===== src/rtl/usb_data_buffer_pkg.sv =====
// ============================================================================
//  Module   : usb_buf_pkg
//  Purpose  : Shared constants and types for the USB shared byte FIFO.
//             BUF_DEPTH entries (power of two), pointer width PTR_W,
//             occupancy width OCC_W (holds 0..BUF_DEPTH inclusive).
//  Revision : 1.0  initial release
// ============================================================================
`default_nettype none

package usb_buf_pkg;
  localparam int BUF_DEPTH = 64;
  localparam int PTR_W     = 6;
  localparam int OCC_W     = 7;

  typedef logic [7:0] usb_byte_t;
endpackage

`default_nettype wire


===== src/rtl/usb_data_buffer_if.sv =====
// ============================================================================
//  Interface: usb_data_buffer_if
//  Purpose  : Bundles the push/pop/flush handshake and data bus between the
//             shared byte FIFO and its neighbours (RX engine, TX engine, AHB).
//  Modports : slave  - the FIFO (consumes requests, drives data/occupancy)
//             master - the environment (drives requests and push bytes)
//  Config   : USB_BUF_ERR_FLAGS_EN adds the sticky buf_error signal.
//  Revision : 1.0  initial release
// ============================================================================
`default_nettype none

interface usb_data_buffer_if;
  import usb_buf_pkg::*;

  logic             flush;
  logic             clear;
  logic             store_rx_packet_data;
  usb_byte_t        rx_packet_data;
  logic             store_tx_data;
  usb_byte_t        tx_data;
  logic             get_rx_data;
  usb_byte_t        rx_data;
  logic             get_tx_packet_data;
  usb_byte_t        tx_packet_data;
  logic [OCC_W-1:0] buffer_occupancy;
`ifdef USB_BUF_ERR_FLAGS_EN
  logic             buf_error;
`endif

  modport slave (
`ifdef USB_BUF_ERR_FLAGS_EN
    output buf_error,
`endif
    input  flush, clear,
    input  store_rx_packet_data, rx_packet_data,
    input  store_tx_data, tx_data,
    input  get_rx_data, get_tx_packet_data,
    output rx_data, tx_packet_data, buffer_occupancy
  );

  modport master (
`ifdef USB_BUF_ERR_FLAGS_EN
    input  buf_error,
`endif
    output flush, clear,
    output store_rx_packet_data, rx_packet_data,
    output store_tx_data, tx_data,
    output get_rx_data, get_tx_packet_data,
    input  rx_data, tx_packet_data, buffer_occupancy
  );
endinterface

`default_nettype wire


===== src/rtl/usb_data_buffer.sv =====
// ============================================================================
//  Module   : usb_data_buffer
//  Purpose  : 64-byte shared byte FIFO. RX engine pushes, AHB pops (rx_data);
//             AHB pushes, TX engine pops (tx_packet_data). Emptied by flush or
//             clear. Pop data appears one cycle after an accepted pop.
//  Ports    : clk  - clock, rising edge
//             rst  - synchronous active-high reset
//             bus  - usb_data_buffer_if.slave (requests, data, occupancy)
//  Config   : USB_BUF_ERR_FLAGS_EN - enables sticky bus.buf_error flag.
//  Revision : 1.0  initial release
// ============================================================================
`default_nettype none

module usb_data_buffer
  import usb_buf_pkg::*;
(
  input  wire logic         clk,
  input  wire logic         rst,
  usb_data_buffer_if.slave  bus
);

  usb_byte_t        mem [BUF_DEPTH];
  logic [PTR_W-1:0] wr_ptr_q, rd_ptr_q;
  logic [OCC_W-1:0] occ_q, occ_d;
  usb_byte_t        rx_data_q, tx_data_q;

  logic      flush_req, empty, full;
  logic      push_req, pop_req, push_ok, pop_ok, pop_to_tx;
  usb_byte_t push_byte;

  assign flush_req = bus.flush | bus.clear;
  assign empty     = (occ_q == '0);
  assign full      = (occ_q == OCC_W'(BUF_DEPTH));

  // RX-engine push wins over AHB push; TX-engine pop wins over AHB pop.
  assign push_req  = bus.store_rx_packet_data | bus.store_tx_data;
  assign push_byte = bus.store_rx_packet_data ? bus.rx_packet_data : bus.tx_data;
  assign pop_req   = bus.get_tx_packet_data | bus.get_rx_data;
  assign pop_to_tx = bus.get_tx_packet_data;

  // A full FIFO still accepts a push when a pop frees the head slot the same
  // cycle (full implies non-empty, so that pop is always accepted).
  assign pop_ok  = !flush_req && pop_req && !empty;
  assign push_ok = !flush_req && push_req && (!full || pop_req);

  always_comb begin
    occ_d = occ_q;
    if (push_ok && !pop_ok)
      occ_d = occ_q + OCC_W'(1);
    else if (pop_ok && !push_ok)
      occ_d = occ_q - OCC_W'(1);
  end

  // Storage is not reset; only written on an accepted push.
  always_ff @(posedge clk) begin
    if (push_ok)
      mem[wr_ptr_q] <= push_byte;
  end

  always_ff @(posedge clk) begin
    if (rst) begin
      wr_ptr_q  <= '0;
      rd_ptr_q  <= '0;
      occ_q     <= '0;
      rx_data_q <= '0;
      tx_data_q <= '0;
    end else if (flush_req) begin
      wr_ptr_q <= '0;
      rd_ptr_q <= '0;
      occ_q    <= '0;
    end else begin
      if (push_ok)
        wr_ptr_q <= wr_ptr_q + PTR_W'(1);
      if (pop_ok) begin
        rd_ptr_q <= rd_ptr_q + PTR_W'(1);
        // Old head is read before a same-cycle write lands at a full FIFO.
        if (pop_to_tx)
          tx_data_q <= mem[rd_ptr_q];
        else
          rx_data_q <= mem[rd_ptr_q];
      end
      occ_q <= occ_d;
    end
  end

  assign bus.rx_data          = rx_data_q;
  assign bus.tx_packet_data   = tx_data_q;
  assign bus.buffer_occupancy = occ_q;

`ifdef USB_BUF_ERR_FLAGS_EN
  logic buf_error_q;
  logic err_event;

  // Dropped push (arbitration loser or full without pop) or ignored pop
  // (arbitration loser or empty). Suppressed during flush/clear.
  assign err_event = !flush_req &&
                     ((bus.store_rx_packet_data && bus.store_tx_data) ||
                      (bus.get_rx_data && bus.get_tx_packet_data)     ||
                      (push_req && !push_ok)                          ||
                      (pop_req && !pop_ok));

  always_ff @(posedge clk) begin
    if (rst || flush_req)
      buf_error_q <= 1'b0;
    else if (err_event)
      buf_error_q <= 1'b1;
  end

  assign bus.buf_error = buf_error_q;
`endif

endmodule

`default_nettype wire


===== src/flat_wrapper.sv =====
// flat-port wrapper written by rule: the top's interface ports become plain ports
module usb_data_buffer_flat import usb_buf_pkg::*;
  (clk, rst, bus_flush, bus_clear, bus_store_rx_packet_data, bus_rx_packet_data, bus_store_tx_data, bus_tx_data, bus_get_rx_data, bus_get_tx_packet_data, bus_rx_data, bus_tx_packet_data, bus_buffer_occupancy);
  usb_data_buffer_if bus_i ();
  input  wire logic clk;
  input  wire logic rst;
  input wire logic [$bits(bus_i.flush)-1:0] bus_flush;
  input wire logic [$bits(bus_i.clear)-1:0] bus_clear;
  input wire logic [$bits(bus_i.store_rx_packet_data)-1:0] bus_store_rx_packet_data;
  input wire logic [$bits(bus_i.rx_packet_data)-1:0] bus_rx_packet_data;
  input wire logic [$bits(bus_i.store_tx_data)-1:0] bus_store_tx_data;
  input wire logic [$bits(bus_i.tx_data)-1:0] bus_tx_data;
  input wire logic [$bits(bus_i.get_rx_data)-1:0] bus_get_rx_data;
  input wire logic [$bits(bus_i.get_tx_packet_data)-1:0] bus_get_tx_packet_data;
  output wire logic [$bits(bus_i.rx_data)-1:0] bus_rx_data;
  output wire logic [$bits(bus_i.tx_packet_data)-1:0] bus_tx_packet_data;
  output wire logic [$bits(bus_i.buffer_occupancy)-1:0] bus_buffer_occupancy;
  assign bus_i.flush = bus_flush;
  assign bus_i.clear = bus_clear;
  assign bus_i.store_rx_packet_data = bus_store_rx_packet_data;
  assign bus_i.rx_packet_data = bus_rx_packet_data;
  assign bus_i.store_tx_data = bus_store_tx_data;
  assign bus_i.tx_data = bus_tx_data;
  assign bus_i.get_rx_data = bus_get_rx_data;
  assign bus_i.get_tx_packet_data = bus_get_tx_packet_data;
  assign bus_rx_data = bus_i.rx_data;
  assign bus_tx_packet_data = bus_i.tx_packet_data;
  assign bus_buffer_occupancy = bus_i.buffer_occupancy;
  usb_data_buffer u_core (.clk(clk), .rst(rst), .bus(bus_i));
endmodule

===== config.mk =====
export PLATFORM = sky130hd
export DESIGN_NAME = usb_data_buffer_flat
export DESIGN_NICKNAME = d
export VERILOG_FILES = /design/src/rtl/usb_data_buffer_pkg.sv /design/src/rtl/usb_data_buffer_if.sv /design/src/rtl/usb_data_buffer.sv /design/src/flat_wrapper.sv
export SDC_FILE = /design/constraint.sdc
export NUM_CORES = 1
export LEC_CHECK = 0
export ABC_AREA = 1
export BUFFER_PORTS_ARGS = -buffer_cell sky130_fd_sc_hd__buf_2
export CORE_UTILIZATION = 50
export DETAILED_ROUTE_END_ITERATION = 10
export PLACE_DENSITY_LB_ADDON = 0.12
export REMOVE_ABC_BUFFERS = 1
export SLEW_MARGIN = 20
export SYNTH_ARGS = -nofsm -noshare
export SYNTH_HDL_FRONTEND = slang
export SYNTH_SLANG_ARGS = --single-unit
export TNS_END_PERCENT = 50

===== constraint.sdc =====
create_clock -name clk -period 2.4 [get_ports clk]
set_clock_uncertainty 0.1 [all_clocks]
set_input_delay 0.36 -clock clk [delete_from_list [all_inputs] [get_ports clk]]
set_output_delay 0.36 -clock clk [all_outputs]
set_load 0.005 [all_outputs]

==> impl_metrics.tcl <==
set metrics [dict create \
    die_x_um 216.6 \
    cts_hold_buf 0 \
    nNetsFinal 2218 \
    ir_drop_mv 0.5847 \
    syn_avg_cell_area_um2 11.23 \
    viasPerCell 5.467 \
    utilization_pct 58.31 \
    drive_above_1_share_pct 13.53 \
    max-slew-margin-rel_pct 38.89 \
    hold_depth 4 \
    fp-row-count 78 \
    hold_viol_final 0 \
    gr-total-overflow 0 \
    violations "setup timing" \
    coreArea_um2 45380 \
    crit_path_end_kind "flop" \
    synth_flop_cell "edfxtp_1" \
    grt_pass1_vias 15160 \
    wl_um 57690 \
    leakagePower_nw 9.869 \
    synth_edf_count 512 \
    drc_errors 0 \
    fill_cells 3768 \
    path_clk_slew_ns 0.06 \
    worstPathMaxFanout 3 \
    rsz0062_at_grt "yes" \
    die_h_um 216.6 \
    yosys.area.top_type "edfxtp_1" \
    startpoint_type "flop" \
    worstPathRequired_ns 2.84 \
    numCtsBuffers 56 \
    async_reset_ff_share_pct 0 \
    vias 15480 \
    diodes 0 \
    seqCellArea_um2 16210 \
    setup_tns_ns -0.1142 \
    syn_inst 2051 \
    grt_max_degree 110 \
    layout_common_cells "nand2_1 (686), edfxtp_1 (512), nand3_1 (461), buf_4 (125), nor2_1 (96)" \
    yosys_warnings 0 \
    dp_hpwl_um 33670 \
    port-buffer-count 46 \
    cts_tree "built" \
    pin_count 47 \
    mostFrequentLayoutCell "nand2_1" \
    yosysSeqAreaShare_pct 70.31 \
    critical_path_class "reg -> reg" \
    synthesis.area_um2 23030 \
    h-tree-depth 2 \
    clockBufferDepth 3 \
    die-area_um2 46930 \
    min_path_type "in -> reg" \
    min_period_ns 2.460 \
    yosys-top-cells-area "edfxtp_1 (67%), nand2_1 (11%), nand3_1 (10%)" \
    fmax_mhz 406.5 \
    pre_cts_slack_ns -0.2234 \
    ys_types 30 \
    drv_cap 0 \
    grt_pass1_wl_um 88590 \
    power_density_nw_per_um2 748.6 \
    cts_root_buf "clkbuf_16" \
    place_congestion 0.8830 \
    antenna_found_initial 0 \
    critical_path_arrival_ns 2.90 \
    post-route-period-util_pct 102.5 \
    setup_slack_ns -0.05977 \
    ant_nets 0 \
    finalPower_mw 19.81 \
    clock_sinks 553 \
    synth.top_cell.area_share_pct 66.75 \
    r2r_cells 15 \
    outcome "finished, violations left" \
    detail_route.first_pass.iterations 5 \
    setup_viol 2 \
    wl_per_cell_um 20.37 \
    start_util_pct 50.76 \
    track_usage_pct 25.04 \
    worst_slew_pin_slew_ns 0.9157 \
    drt_iter0_markers 1403 \
    multi_input_area_um2 5924 \
    area_delta_synth_final_pct 14.88 \
    slew_viol_final 0 \
    clock_latency_ns 0.61 \
    synth-seq-cells 553 \
]
[final timing paths]
check                                      start                        endpoint  slack [ns]
setup reg to reg  u_core.bus.buffer_occupancy[0]  u_core.bus.buffer_occupancy[6]       -0.06
setup / recovery  u_core.bus.buffer_occupancy[0]  u_core.bus.buffer_occupancy[6]       -0.06
hold reg to reg               u_core.rd_ptr_q[5]              u_core.rd_ptr_q[5]        0.40
hold / removal                               rst    u_core.bus.tx_packet_data[5]        0.17
[sequential cells by signal, summed over array words and instances, names as in the netlist, named ones only]
name / flops
u_core.bus.buffer_occupancy: 7
u_core.bus.rx_data: 8
u_core.bus.tx_packet_data: 8
u_core.mem: 512
u_core.rd_ptr_q: 6
u_core.wr_ptr_q: 6
[worst max-delay path, cell delays in order, from the launching register on]
cell,delay (ns)
dfxtp_2,0.33
nor4_4,0.34
nand4_2,0.14
nand2_2,0.12
ha_4,0.15
inv_4,0.04
buf_6,0.11
fa_2,0.34
nand3_2,0.08
nand2_2,0.05
nand2_1,0.06
nand2_1,0.07
a21oi_2,0.15
xnor2_1,0.13
nand2_1,0.08
a21oi_2,0.11
[logic make-up (layout without fill, tap and decap cells)]
kind of cell	count (synthesis)	in the layout	share of synthesized area, %
compound gates	34	34	0.7496
xor+xnor	10	10	0.3802
fa+ha+maj	10	10	0.5758
buf+inv	173	354	4.259
flops	553	553	70.31
mux	8	8	0.3911
simple gates	1263	1263	23.34
[metal layers]
layer / global-route usage, % / part of all wire [%] / vias to the layer above
met2: 38.61 / 45 / 540
met3: 3.649 / 6.9 / 93
li1: - / - / 7374
met1: 36.18 / 45 / 7476
met5: 0 / 0 / -
met4: 9.319 / 3.0 / 0
[report_power, final]
part / switching [mW] / total (mW) / internal [mW]
clock network: 3.57 / 8.58 / 5.01
registers: 0.00903 / 10.6 / 10.6
logic: 0.446 / 0.613 / 0.167
total: 4.02 / 19.8 / 15.8
[Yosys cell counts (3+ instances only)]
cell	number
nand3_1	463
clkbuf_1	12
edfxtp_1	512
mux2_2	8
o21ai_0	10
xnor2_1	4
xor2_1	6
nand2_1	688
buf_1	9
nand4_1	3
buf_4	14
ha_1	9
inv_1	55
a21oi_1	23
buf_2	53
buf_6	25
dfxtp_1	41
nor2_1	96
nor3_1	6
[layout make-up]
type,instances,share of cell area [%]
Clock inverter,21,0.7660
Tap cell,600,2.837
Clock buffer,85,6.052
Multi-Input combinational cell,1325,22.39
Sequential cell,553,61.25
Timing Repair Buffer,190,5.849
Inverter,58,0.8605
[through the flow]
step / area [µm²] / hold slack (ns) / cells
finish: 26460 / 0.1718 / 2832
global route: 26460 / 0.1751 / 2832
CTS: 26440 / 0.1386 / 2831
detailed placement: 24540 / 0.3957 / 2722
global placement: 24540 / 0.3786 / 2722
floorplan: 22270 / 0.3712 / 1936
[what timing repair did]
item | 4_1_cts | 5_1_grt
setup endpoints to repair | 3 | 6
setup buffers | 3 | 1
gates resized for setup | 15 | 7
pin swaps | 12 | 11
No activity file was read; power rests on OpenSTA's default activity.
